--- src/rtl/piso_tx_sequencer_if.sv ---
// Word handshake and shift-register drive bundle for piso_tx_sequencer.
// The master side is the word producer; the slave side is the sequencer,
// which also owns the strobes towards the external PISO shift register.
interface piso_tx_sequencer_if #(
  parameter int SIZE = 4
);
  logic [SIZE-1:0] data_in;
  logic            data_valid;
  logic            data_ready;
  logic            abort;
  logic [SIZE-1:0] piso_data;
  logic            piso_load;
  logic            piso_en;
  logic            busy;
  logic            done;

  modport master (
    output data_in, data_valid, abort,
    input  data_ready, piso_data, piso_load, piso_en, busy, done
  );

  modport slave (
    input  data_in, data_valid, abort,
    output data_ready, piso_data, piso_load, piso_en, busy, done
  );
endinterface

--- src/rtl/piso_tx_sequencer.sv ---
// Sequencer for an external parallel-in/serial-out shift register.
// Accepts one SIZE-bit word per transaction, issues a one-cycle load strobe,
// then one shift-enable strobe every BIT_TICKS clocks until SIZE bits have
// been shifted, followed by a one-cycle done pulse. Every output is a
// register loaded from the next-state values, so nothing on the input side
// reaches an output combinationally.
module piso_tx_sequencer #(
  parameter int SIZE      = 4,
  parameter int BIT_TICKS = 4
) (
  input logic                 clk,
  input logic                 reset_n,
  piso_tx_sequencer_if.slave  bus
);

  localparam int TICK_W = (BIT_TICKS > 1) ? $clog2(BIT_TICKS) : 1;
  localparam int BIT_W  = (SIZE > 1) ? $clog2(SIZE) : 1;
  localparam logic [TICK_W-1:0] TICK_LAST = TICK_W'(BIT_TICKS - 1);
  localparam logic [BIT_W-1:0]  BIT_LAST  = BIT_W'(SIZE - 1);

  typedef enum logic [1:0] {
    ST_IDLE  = 2'd0,
    ST_LOAD  = 2'd1,
    ST_SHIFT = 2'd2,
    ST_DONE  = 2'd3
  } state_t;

  state_t            state_r,     state_s;
  logic [TICK_W-1:0] tick_cnt_r,  tick_cnt_s;
  logic [BIT_W-1:0]  bit_cnt_r,   bit_cnt_s;
  logic [SIZE-1:0]   piso_data_r, piso_data_s;

  logic piso_load_r,  piso_load_s;
  logic piso_en_r,    piso_en_s;
  logic busy_r,       busy_s;
  logic done_r,       done_s;
  logic data_ready_r, data_ready_s;

  // Next-state, counter and word-capture logic.
  always_comb begin
    state_s     = state_r;
    tick_cnt_s  = tick_cnt_r;
    bit_cnt_s   = bit_cnt_r;
    piso_data_s = piso_data_r;
    case (state_r)
      ST_IDLE: begin
        // data_ready is high throughout IDLE, so valid alone completes the handshake.
        if (bus.data_valid) begin
          piso_data_s = bus.data_in;
          state_s     = ST_LOAD;
        end else begin
          state_s     = ST_IDLE;
        end
        tick_cnt_s = {TICK_W{1'b0}};
        bit_cnt_s  = {BIT_W{1'b0}};
      end
      ST_LOAD: begin
        tick_cnt_s = {TICK_W{1'b0}};
        bit_cnt_s  = {BIT_W{1'b0}};
        if (bus.abort) begin
          state_s = ST_IDLE;
        end else begin
          state_s = ST_SHIFT;
        end
      end
      ST_SHIFT: begin
        if (bus.abort) begin
          state_s    = ST_IDLE;
          tick_cnt_s = {TICK_W{1'b0}};
          bit_cnt_s  = {BIT_W{1'b0}};
        end else if (tick_cnt_r == TICK_LAST) begin
          // Enable cycle: one bit leaves the shift register.
          tick_cnt_s = {TICK_W{1'b0}};
          if (bit_cnt_r == BIT_LAST) begin
            bit_cnt_s = {BIT_W{1'b0}};
            state_s   = ST_DONE;
          end else begin
            bit_cnt_s = bit_cnt_r + BIT_W'(1);
            state_s   = ST_SHIFT;
          end
        end else begin
          tick_cnt_s = tick_cnt_r + TICK_W'(1);
          state_s    = ST_SHIFT;
        end
      end
      ST_DONE: begin
        state_s    = ST_IDLE;
        tick_cnt_s = {TICK_W{1'b0}};
        bit_cnt_s  = {BIT_W{1'b0}};
      end
      default: begin
        state_s    = ST_IDLE;
        tick_cnt_s = {TICK_W{1'b0}};
        bit_cnt_s  = {BIT_W{1'b0}};
      end
    endcase
  end

  // Output values for the coming cycle, decoded from the next state/counters.
  always_comb begin
    piso_load_s  = (state_s == ST_LOAD);
    piso_en_s    = (state_s == ST_SHIFT) && (tick_cnt_s == TICK_LAST);
    done_s       = (state_s == ST_DONE);
    busy_s       = (state_s != ST_IDLE);
    data_ready_s = (state_s == ST_IDLE);
  end

  // State, counter, captured word and output registers.
  always_ff @(posedge clk or negedge reset_n) begin
    if (!reset_n) begin
      state_r      <= ST_IDLE;
      tick_cnt_r   <= {TICK_W{1'b0}};
      bit_cnt_r    <= {BIT_W{1'b0}};
      piso_data_r  <= {SIZE{1'b0}};
      piso_load_r  <= 1'b0;
      piso_en_r    <= 1'b0;
      busy_r       <= 1'b0;
      done_r       <= 1'b0;
      data_ready_r <= 1'b1;
    end else begin
      state_r      <= state_s;
      tick_cnt_r   <= tick_cnt_s;
      bit_cnt_r    <= bit_cnt_s;
      piso_data_r  <= piso_data_s;
      piso_load_r  <= piso_load_s;
      piso_en_r    <= piso_en_s;
      busy_r       <= busy_s;
      done_r       <= done_s;
      data_ready_r <= data_ready_s;
    end
  end

  assign bus.piso_data  = piso_data_r;
  assign bus.piso_load  = piso_load_r;
  assign bus.piso_en    = piso_en_r;
  assign bus.busy       = busy_r;
  assign bus.done       = done_r;
  assign bus.data_ready = data_ready_r;

endmodule

--- src/flat_wrapper.sv ---
// flat-port wrapper written by rule: the top's interface ports become plain ports
module piso_tx_sequencer_flat 
#(
  parameter int SIZE      = 4,
  parameter int BIT_TICKS = 4
)
  (clk, reset_n, bus_data_in, bus_data_valid, bus_abort, bus_data_ready, bus_piso_data, bus_piso_load, bus_piso_en, bus_busy, bus_done);
  piso_tx_sequencer_if #(.SIZE(SIZE)) bus_i ();
  input logic clk;
  input logic reset_n;
  input wire logic [$bits(bus_i.data_in)-1:0] bus_data_in;
  input wire logic [$bits(bus_i.data_valid)-1:0] bus_data_valid;
  input wire logic [$bits(bus_i.abort)-1:0] bus_abort;
  output wire logic [$bits(bus_i.data_ready)-1:0] bus_data_ready;
  output wire logic [$bits(bus_i.piso_data)-1:0] bus_piso_data;
  output wire logic [$bits(bus_i.piso_load)-1:0] bus_piso_load;
  output wire logic [$bits(bus_i.piso_en)-1:0] bus_piso_en;
  output wire logic [$bits(bus_i.busy)-1:0] bus_busy;
  output wire logic [$bits(bus_i.done)-1:0] bus_done;
  assign bus_i.data_in = bus_data_in;
  assign bus_i.data_valid = bus_data_valid;
  assign bus_i.abort = bus_abort;
  assign bus_data_ready = bus_i.data_ready;
  assign bus_piso_data = bus_i.piso_data;
  assign bus_piso_load = bus_i.piso_load;
  assign bus_piso_en = bus_i.piso_en;
  assign bus_busy = bus_i.busy;
  assign bus_done = bus_i.done;
  piso_tx_sequencer #(.SIZE(SIZE), .BIT_TICKS(BIT_TICKS)) u_core (.clk(clk), .reset_n(reset_n), .bus(bus_i));
endmodule
--- config.mk ---
export PLATFORM = sky130hd
export DESIGN_NAME = piso_tx_sequencer_flat
export DESIGN_NICKNAME = d
export VERILOG_FILES = /design/src/rtl/piso_tx_sequencer_if.sv /design/src/rtl/piso_tx_sequencer.sv /design/src/flat_wrapper.sv
export SDC_FILE = /design/constraint.sdc
export NUM_CORES = 1
export LEC_CHECK = 0
export CORE_MARGIN = 5
export CORE_UTILIZATION = 44
export CTS_CLUSTER_SIZE = 40
export DETAILED_ROUTE_END_ITERATION = 8
export HOLD_SLACK_MARGIN = 0.05
export PLACE_DENSITY_LB_ADDON = 0.3
export SYNTH_ARGS = -nofsm -noshare
export SYNTH_HDL_FRONTEND = slang
export SYNTH_SLANG_ARGS = --single-unit
--- constraint.sdc ---
create_clock -name clk -period 1.5 [get_ports clk]
set_input_delay 0.3 -clock clk [delete_from_list [all_inputs] [get_ports clk]]
set_output_delay 0.3 -clock clk [all_outputs]
set_load 0.02 [all_outputs]
==> flow_summary.json, run 1 <==
{
  "via_count": 401,
  "max_slew_margin_pct": 79.1,
  "crit_fanout": 1,
  "antenna_found_initial": 0,
  "hold_viol_final": 0,
  "synthArstFlopShare_pct": 100,
  "grt-ovfl-total": 0,
  "p_per_area_nw_per_um2": 1300,
  "ys_top_cells_by_area": "dfrtp_1, mux2_2, dfstp_2",
  "synth_top_area_share_pct": 56.8,
  "path_cells": "dlygate4sd2_1",
  "grt_use_total_pct": 13.2,
  "hold_buffers": 0,
  "hp-class": "in -> async",
  "die-area_um2": 2250,
  "area_delta_synth_final_pct": 30.8,
  "start_kind": "flip-flop",
  "vdd_drop_max_uv": 746,
  "yosys.cell_count.top_type": "dfrtp_1",
  "reg2reg_slack_ps": 170,
  "yosys-top-cells-count": "dfrtp_1, nor2_1, mux2_2, a21oi_1, ha_1",
  "yosysTopAreaCell": "dfrtp_1",
  "cts_max_level": 1,
  "routed_wl_um": 1160,
  "ctsLongestPathBuffers": 2,
  "worstPathArrival_ps": 1130,
  "grt_start_max_net_pins": 11,
  "place.port_buffers": 16,
  "place.gp.congestion": 0.698,
  "antennaDiodeCount": 0,
  "cp.required_ps": 1200,
  "wl_per_cell_um": 14.7,
  "status": "complete, no violations",
  "dpl.hpwl_um": 899,
  "clkLatencyLatePin_ps": 290,
  "slowest_delay_ps": 520,
  "detail-route-antenna-nets": 0,
  "post-place-cells": 75,
  "crit_buf_inv": 1,
  "synth.avg_cell_area_um2": 13.7,
  "die_h_um": 47.4,
  "worst_pin_slew_ps": 313,
  "coreArea_um2": 1320,
  "synth_fp_nets": 55,
  "final.setup_skew_ps": 6.87,
  "drt_iter0_markers": 2,
  "final_nets": 75,
  "postSynthCellCount": 45,
  "cts-root-buf": "clkbuf_4",
  "grt_pass1_vias": 425,
  "io_pins": 17,
  "cpMaxStageDelayCell": "dfstp_2",
  "ys_types": 23,
  "stdcell_area_um2": 807,
  "maxSlewViolCount": 0,
  "max_freq_ghz": 0.697,
  "final_cells": 79,
  "setup_viol": 0,
  "r2r_start": "u_core.state_r[1]",
  "maxCapViolations": 0,
  "num_rows": 13,
  "regToRegEndpoint": "u_core.bus.piso_data[0]",
  "p_total_uw": 1050,
  "clock_sinks": 15,
  "grt_first_pass_wirelength_um": 2020,
  "worst-path-stages": 1,
  "firstDrtPassIters": 3,
  "synth_edf_count": 0,
  "syn_area_um2": 617,
  "rsz0062_at_grt": "no",
  "final_util_pct": 61.3,
  "synth-main-ff-cell": "dfrtp_1",
  "cts-buffers-inserted": 3,
  "synth_seq_cells": 15,
  "endpoint_kind": "output port",
  "fin_crit_sh_pct": 95.6,
  "ys_warn_count": 0,
  "drc": 0,
  "drive_gt1_share_pct": 25.0,
  "initial_core_util_pct": 46.8,
  "placed_area_um2": 791,
  "finalCriticalPeriod_ps": 1430,
  "vias_per_cell": 5.08,
  "seq_area_frac_synth_pct": 61.1,
  "criticalPathCategory": "reg -> out",
  "cts.clk_slew.worst_paths_ps": 90,
  "crit_family": "flip-flops",
  "cts_tree": "built",
  "leakagePower_uw": 0.000380,
  "nFillCells": 105,
  "rr_worst_depth": 2,
  "die_x_um": 47.4
}
[registers in the layout, summed over array words and instances, names as in the netlist]
| register | cells |
|---|---|
| u_core.tick_cnt_r | 2 |
| u_core.bus.data_ready | 1 |
| u_core.bus.busy | 1 |
| u_core.bus.piso_load | 1 |
| u_core.bus.done | 1 |
| u_core.bus.piso_data | 4 |
| u_core.bus.piso_en | 1 |
| u_core.bit_cnt_r | 2 |
| u_core.state_r | 2 |
[how the worst max path moves through the flow]
stage,to,from
2_1_floorplan,u_core.bus.piso_data[0],u_core.state_r[1]
3_3_place_gp,u_core.bus.piso_data[1],bus_data_valid
3_5_place_dp,u_core.bus.piso_data[1],bus_data_valid
4_1_cts,bus_data_ready,u_core.bus.data_ready
5_1_grt,bus_data_ready,u_core.bus.data_ready
6_report,bus_data_ready,u_core.bus.data_ready
[power breakdown]
part | switching [µW] | internal, µW | total, µW
Clock | 132 | 99.2 | 231
Sequential | 49.0 | 478 | 527
Combinational | 145 | 141 | 287
[area by class of cell]
| cell class | count | area, µm² | share of cell area (%) |
|---|---|---|---|
| flip-flops and latches | 15 | 377 | 46.7 |
| multi-input cells | 28 | 228 | 28.2 |
| repair buffers | 17 | 156 | 19.4 |
| clock buffers | 3 | 22.5 | 2.79 |
| well taps | 15 | 18.8 | 2.33 |
| clock inverters | 1 | 5.00 | 0.620 |
[stage by stage]
step	setup TNS (ps)	worst slack, ps	hold slack [ps]
finish	0	66.2	234
global route	0	31.4	246
CTS	0	52.1	239
detailed placement	-441	-111	460
global placement	-279	-71.5	454
floorplan	0	257	4.41
[layer usage]
layer	vias up	wire length (µm)	GRT usage (%)
met1	190	505	17.3
met3	5	66	2.26
met5	-	0	0
met2	9	556	20.1
met4	0	32	8.29
li1	197	-	-
[layout by cell type (no fill, tap or decap), types with 2 or more instances in the layout]
master and n:
dfrtp_1 14, mux2_2 4, a21oi_1 2, ha_1 2, clkbuf_4 3, dlygate4sd2_1 9
clkdlybuf4s50_1 7, nor2_1 5
[cells by family after synthesis]
logic type	after synthesis	synth area share (%)
buf+inv	2	2.03
fa+ha+maj	2	4.06
flops	15	61.1
xor+xnor	1	1.42
compound gates	6	6.49
mux	5	8.92
simple gates	14	16.0
[timing repair]
| action | 4_1_cts | 5_1_grt |
|---|---|---|
| buffers inserted | 0 | 0 |
| gates resized for setup | 9 | 0 |
| setup endpoints to repair | 9 | 0 |
(Power assumes the default switching activity.)
==> inputs of run 2 (changes only) <==
- PLACE_DENSITY: not set -> 0.7
- PLACE_DENSITY_LB_ADDON: 0.3 -> not set
==> run 2 against run 1 <==
Sequential power hardly changed. Cell count is 1.3% higher. Hold slack worse by 62 ps. Sequential share of layout area is 0.43 points lower. Die area stayed put. Largest power group unchanged.
==> flow_summary.json, run 2 (synthesis gave the netlist of run 1 again) <==
{
  "status": "complete, no violations",
  "maxCapViolations": 0,
  "cp.required_ps": 1200,
  "cpMaxStageDelayCell": "dfstp_2",
  "grt_first_pass_wirelength_um": 1860,
  "num_rows": 13,
  "routed_wl_um": 1090,
  "post-place-cells": 76,
  "combPwrFrac_pct": 28.0,
  "start_kind": "flip-flop",
  "grt_start_max_net_pins": 10,
  "grt_pass1_vias": 429,
  "hold_viol_final": 0,
  "leakagePower_uw": 0.000385,
  "clock_sinks": 15,
  "crit_buf_inv": 1,
  "fin_crit_sh_pct": 95.5,
  "antenna_found_initial": 0,
  "via_count": 398,
  "worst_pin_slew_ps": 324,
  "vias_per_cell": 4.98,
  "swShare_pct": 30.7,
  "worstPathArrival_ps": 1130,
  "die-area_um2": 2250,
  "initial_core_util_pct": 46.8,
  "cts-buffers-inserted": 3,
  "rsz0062_at_grt": "no",
  "crit_family": "flip-flops",
  "drt_iter0_markers": 4,
  "power_frac_clock_pct": 21.5,
  "slowest_delay_ps": 520,
  "antennaDiodeCount": 0,
  "cts.clk_slew.worst_paths_ps": 90,
  "ctsResizeCount": 9,
  "vdd_drop_max_uv": 581,
  "coreArea_um2": 1320,
  "grt_use_total_pct": 12.4,
  "max_slew_margin_pct": 78.4,
  "die_x_um": 47.4,
  "post-cts-setup-buffers": 0,
  "drc": 0,
  "drive_gt1_share_pct": 26.2,
  "area_delta_synth_final_pct": 32.0,
  "ctsLongestPathBuffers": 2,
  "detail-route-antenna-nets": 0,
  "final_cells": 80,
  "p_per_area_nw_per_um2": 1280,
  "power.internal_uw": 720,
  "final.setup_skew_ps": 15.3,
  "dpl.hpwl_um": 870,
  "crit_fanout": 1,
  "path_cells": "dlygate4sd2_1",
  "clkLatencyLatePin_ps": 290,
  "seqPwrFrac_pct": 50.5,
  "place.port_buffers": 16,
  "endpoint_kind": "output port",
  "io_pins": 17,
  "final_cell_mix": "dfrtp_1, dlygate4sd2_1, clkdlybuf4s50_1",
  "final_util_pct": 61.8,
  "power.switching_uw": 319,
  "hp-class": "in -> async",
  "final_nets": 76,
  "finalCriticalPeriod_ps": 1430,
  "criticalPathCategory": "reg -> out",
  "cts_max_level": 1,
  "maxSlewViolCount": 0,
  "cts-root-buf": "clkbuf_4",
  "cts_tree": "built",
  "grt-ovfl-total": 0,
  "die_h_um": 47.4,
  "firstDrtPassIters": 2,
  "largest_reg_flops": 4,
  "max_freq_ghz": 0.698,
  "setup_viol": 0,
  "hold_buffers": 0,
  "layout_commonest_cell": "dfrtp_1",
  "place.gp.congestion": 0.711,
  "wl_per_cell_um": 13.7
}
[run 2: cell count changes in the layout (fill, tap and decap cells not counted), sizes merged]
cell  change
buf       +1
[run 2: final cells by class]
type	count	area, µm²
Clock buffer	3	22.5
Clock inverter	1	5.00
Fill cell	120	503
Multi-Input combinational cell	28	228
Sequential cell	15	377
Tap cell	15	18.8
Timing Repair Buffer	18	164
[run 2: final timing paths]
kind	to	from	depth (start not counted)	slack (ps)
max in group asynchronous	u_core.bus.data_ready	reset_n	2	930
setup reg to reg	u_core.bus.piso_data[0]	u_core.state_r[1]	2	140
hold / removal	u_core.state_r[1]	reset_n	1	170
min in group clk	u_core.tick_cnt_r[0]	u_core.tick_cnt_r[0]	1	470
hold reg to reg	u_core.tick_cnt_r[0]	u_core.tick_cnt_r[0]	1	470
setup / recovery	bus_data_ready	u_core.bus.data_ready	1	70
[run 2: power groups by stage]
stage	clock [µW]	sequential [µW]	combinational (µW)
after floorplan	0	586	127
after global routing	257	537	316
after detailed placement	0	536	336
after CTS	238	526	297
final	224	524	291
after global placement	0	533	330
[run 2: stage by stage]
stage	total power (µW)	setup slack (ps)	setup TNS [ps]	hold WS (ps)	area, µm²
final	1040	67.2	0	172	815
after global routing	1110	28.2	0	154	815
after CTS	1060	43.9	0	161	815
after detailed placement	872	-107	-416	452	798
after global placement	863	-75.8	-297	447	798
after floorplan	713	257	0	4.41	617
[run 2: routing by layer]
layer	part of all wire (%)	up-vias	track usage, %
met1	42	194	14.4
met2	52	9	18.7
met3	6.0	0	6.02
met4	0	0	6.63
li1	-	195	-
met5	0	-	0
==> inputs of run 3 (changes only) <==
- CTS_CLUSTER_DIAMETER: not set -> 30
==> results of run 3 <==
Final layout, timing and power as in run 2 (identical DEF).
==> RTL edit (config.mk and constraints of run 3) <==
`BIT_TICKS` is set to 4 in 2 places; all go to 8.
--- a/src/rtl/piso_tx_sequencer.sv
+++ b/src/rtl/piso_tx_sequencer.sv
@@ -8,3 +8,3 @@
   parameter int SIZE      = 4,
-  parameter int BIT_TICKS = 4
+  parameter int BIT_TICKS = 8
 ) (
--- a/src/flat_wrapper.sv
+++ b/src/flat_wrapper.sv
@@ -4,3 +4,3 @@
   parameter int SIZE      = 4,
-  parameter int BIT_TICKS = 4
+  parameter int BIT_TICKS = 8
 )
Formal check against the unedited RTL: not equivalent (Yosys sat finds a counterexample within 10 cycles, from zero or initial values and one cycle with reset_n low).
==> RTL edit against run 3 <==
  * Core utilization rose by 2.1 points
  * Largest power group unchanged
  * Cell area rose by 4.6%
  * Power rose by 7.2%
  * Critical path depth did not move
  * Sequential cell count rose by 1
  * Global-route usage fell by 0.45 points
  * Count of clock-buffer cells in the layout rose by 1
  * Wire length fell by 1.6%
  * Maximum frequency rose by 0.77%
  * Area after synthesis rose by 2.0%
  * Worst setup slack improved by 11 ps
==> RTL edit: results (changes against run 3) <==
----------------------------------------------------
[Synth]
  Distinct cell type count of the synthesized netlist ... 18 (was 23)
  Ys async rst share ... 100.0% (unchanged)
  Yosys warning total ... 0 (unchanged)
  Top cells by area, synth ... dfrtp_1, mux2_2, ha_1 (was dfrtp_1, mux2_2, dfstp_2)
  Number of nets in the synthesized netlist ... 53 (was 55)
  Commonest cells in the synthesized netlist ... dfrtp_1, mux2_2, nor2_1 (was dfrtp_1, nor2_1, mux2_2)
  Sequential fraction of the synthesis area ... 63.82% (was 61.05%)
  Most frequently used flop master after synthesis ... dfrtp_1 (unchanged)

[Cells and area]
  Total Nets Final ... 76 (unchanged)
  Antenna diode count ... 0 (unchanged)
  Share of cells above drive strength 1 ... 25.00% (was 26.15%)
  Max FFs per register ... 4 (unchanged)
  Fillcell total ... 110 (was 120)
  Multi-input gate area ... 224.0 sq um (was 227.7 sq um)

[Timing]
  Post-route clock skew ... 1.447 ps (was 15.31 ps)
  Hold_ws ... 328.1 ps (was 172.0 ps)
  Worst Max-Slew Pin Slew ... 280.2 ps (was 324.0 ps)
  Maximum frequency from static timing analysis ... 0.7033 GHz (was 0.6979 GHz)

[Place]
  Final Wtd Congestion ... 0.7120 (was 0.7113)
  Number of buffer cells added on primary ports ... 16 (unchanged)
  Setup Slack @ Placement ... -48.02 ps (was -106.6 ps)
  DP Wirelength ... 861.2 um (was 869.9 um)
  Placed cell area ... 827.0 sq um (was 798.3 sq um)

[Setup path]
  Reg2reg end ... u_core.bus.piso_data[2] (was u_core.bus.piso_data[0])
  Critical-path maximum fanout ... 1 (unchanged)
  Start of the worst register-to-register path ... u_core.state_r[0] (was u_core.state_r[1])
  Number of cells on the worst reg-to-reg path ... 2 (unchanged)
  Startpoint Class ... register (unchanged)
  Crit-path leading delay family ... flip-flops (unchanged)
  Reg2Reg Setup Slack ... 250 ps (was 140 ps)
  Startpoint of the most critical setup path ... u_core.bus.data_ready (unchanged)
  Cell with the largest stage delay on the worst path ... dfstp_2 (unchanged)
  Worst stage delay on the critical path ... 520 ps (about the same)

[Clocking]
  Insertion delay of the later-clocked pin in the worst-skew pair ... 280 ps
  CTS clk-pin slew, worst paths ... 90 ps (about the same)
  Clock tree root buffer cell ... clkbuf_4 (unchanged)
  Inserted Clock Buffers ... 3 (unchanged)
  H-tree depth reported by CTS ... 1 (unchanged)
  Maximum number of buffers from clock root to sink ... 2 (unchanged)

[Routing]
  Violation count after the first detailed-routing iteration ... 3 (was 4)
  Via count of the routed design ... 400 (was 398)
  Post-DR wirelength/cell ... 13.61 um (was 13.66 um)

[Global routing]
  Initial antenna violation count ... 0 (unchanged)
  Overall track demand over capacity in global routing ... 11.94% (was 12.38%)
  Pin count of the biggest net entering global routing ... 17 (was 10)
  Global-route wire length before repair ... 1.814 mm (was 1.856 mm)
  Vias in the first global route ... 440 (was 429)

[Power and ir drop]
  Worst IR Drop VDD ... 705.9 uV (was 580.6 uV)
  Leakage ... 0.4151 nW (was 0.3845 nW)

[Run status]
  Status ... completed (unchanged)

----------------------------------------------------
## RTL edit: stage by stage
stage / std cells / setup TNS (ps)
final: 79 / 0
after global routing: 79 / 0
after CTS: 79 / 0
after detailed placement: 75 / -152.9
after global placement: 75 / -191.2
after floorplan: 42 / 0
## RTL edit: power by group
group / leakage, nW / internal (mW) / switching (mW)
combinational: 0.189 / 0.143 / 0.150
sequential: 0.205 / 0.504 / 0.0399
clock: 0.0210 / 0.148 / 0.129
## RTL edit: area by class of cell
cell class / count / area share (%)
Clock buffer: 4 / 4.258
Timing Repair Buffer: 19 / 20.12
Multi-Input combinational cell: 25 / 26.28
Tap cell: 15 / 2.203
Sequential cell: 16 / 47.14
## RTL edit: kinds of logic (layout without fill, tap and decap cells)
logic type	count (synthesis)	count (layout)	synth area share (%)
DFF	16	16	63.82
and+or+nand+nor	12	12	13.92
muxes	5	5	8.747
adders and majority gates	3	3	5.965
AOI/OAI and AO/OA	3	3	4.176
xor gates and xnor gates	2	2	2.784
buffers and inverters	1	23	0.5958
## RTL edit: what timing repair did
action / 4_1_cts / 5_1_grt
endpoints found under the setup margin: 9 / 0
resized for setup: 9 / 0
buffers inserted: 0 / 0
## RTL edit: worst max path at each step
stage	slack [ps]	end	cells after the start
after floorplan	270	u_core.state_r[0]	4
after global placement	-50	u_core.bus.piso_data[1]	3
after detailed placement	-50	u_core.bus.piso_data[2]	3
after CTS	60	bus_data_ready	1
after global routing	30	bus_data_ready	1
final	80	bus_data_ready	1
## RTL edit: per-layer routing
| metal | share of wire [%] | up-vias | track usage [%] |
|---|---|---|---|
| met2 | 41 | 21 | 16.62 |
| met4 | 2.0 | 0 | 6.989 |
| met3 | 14 | 4 | 7.519 |
| met5 | 0 | - | 0 |
| li1 | - | 191 | - |
| met1 | 43 | 184 | 13.84 |
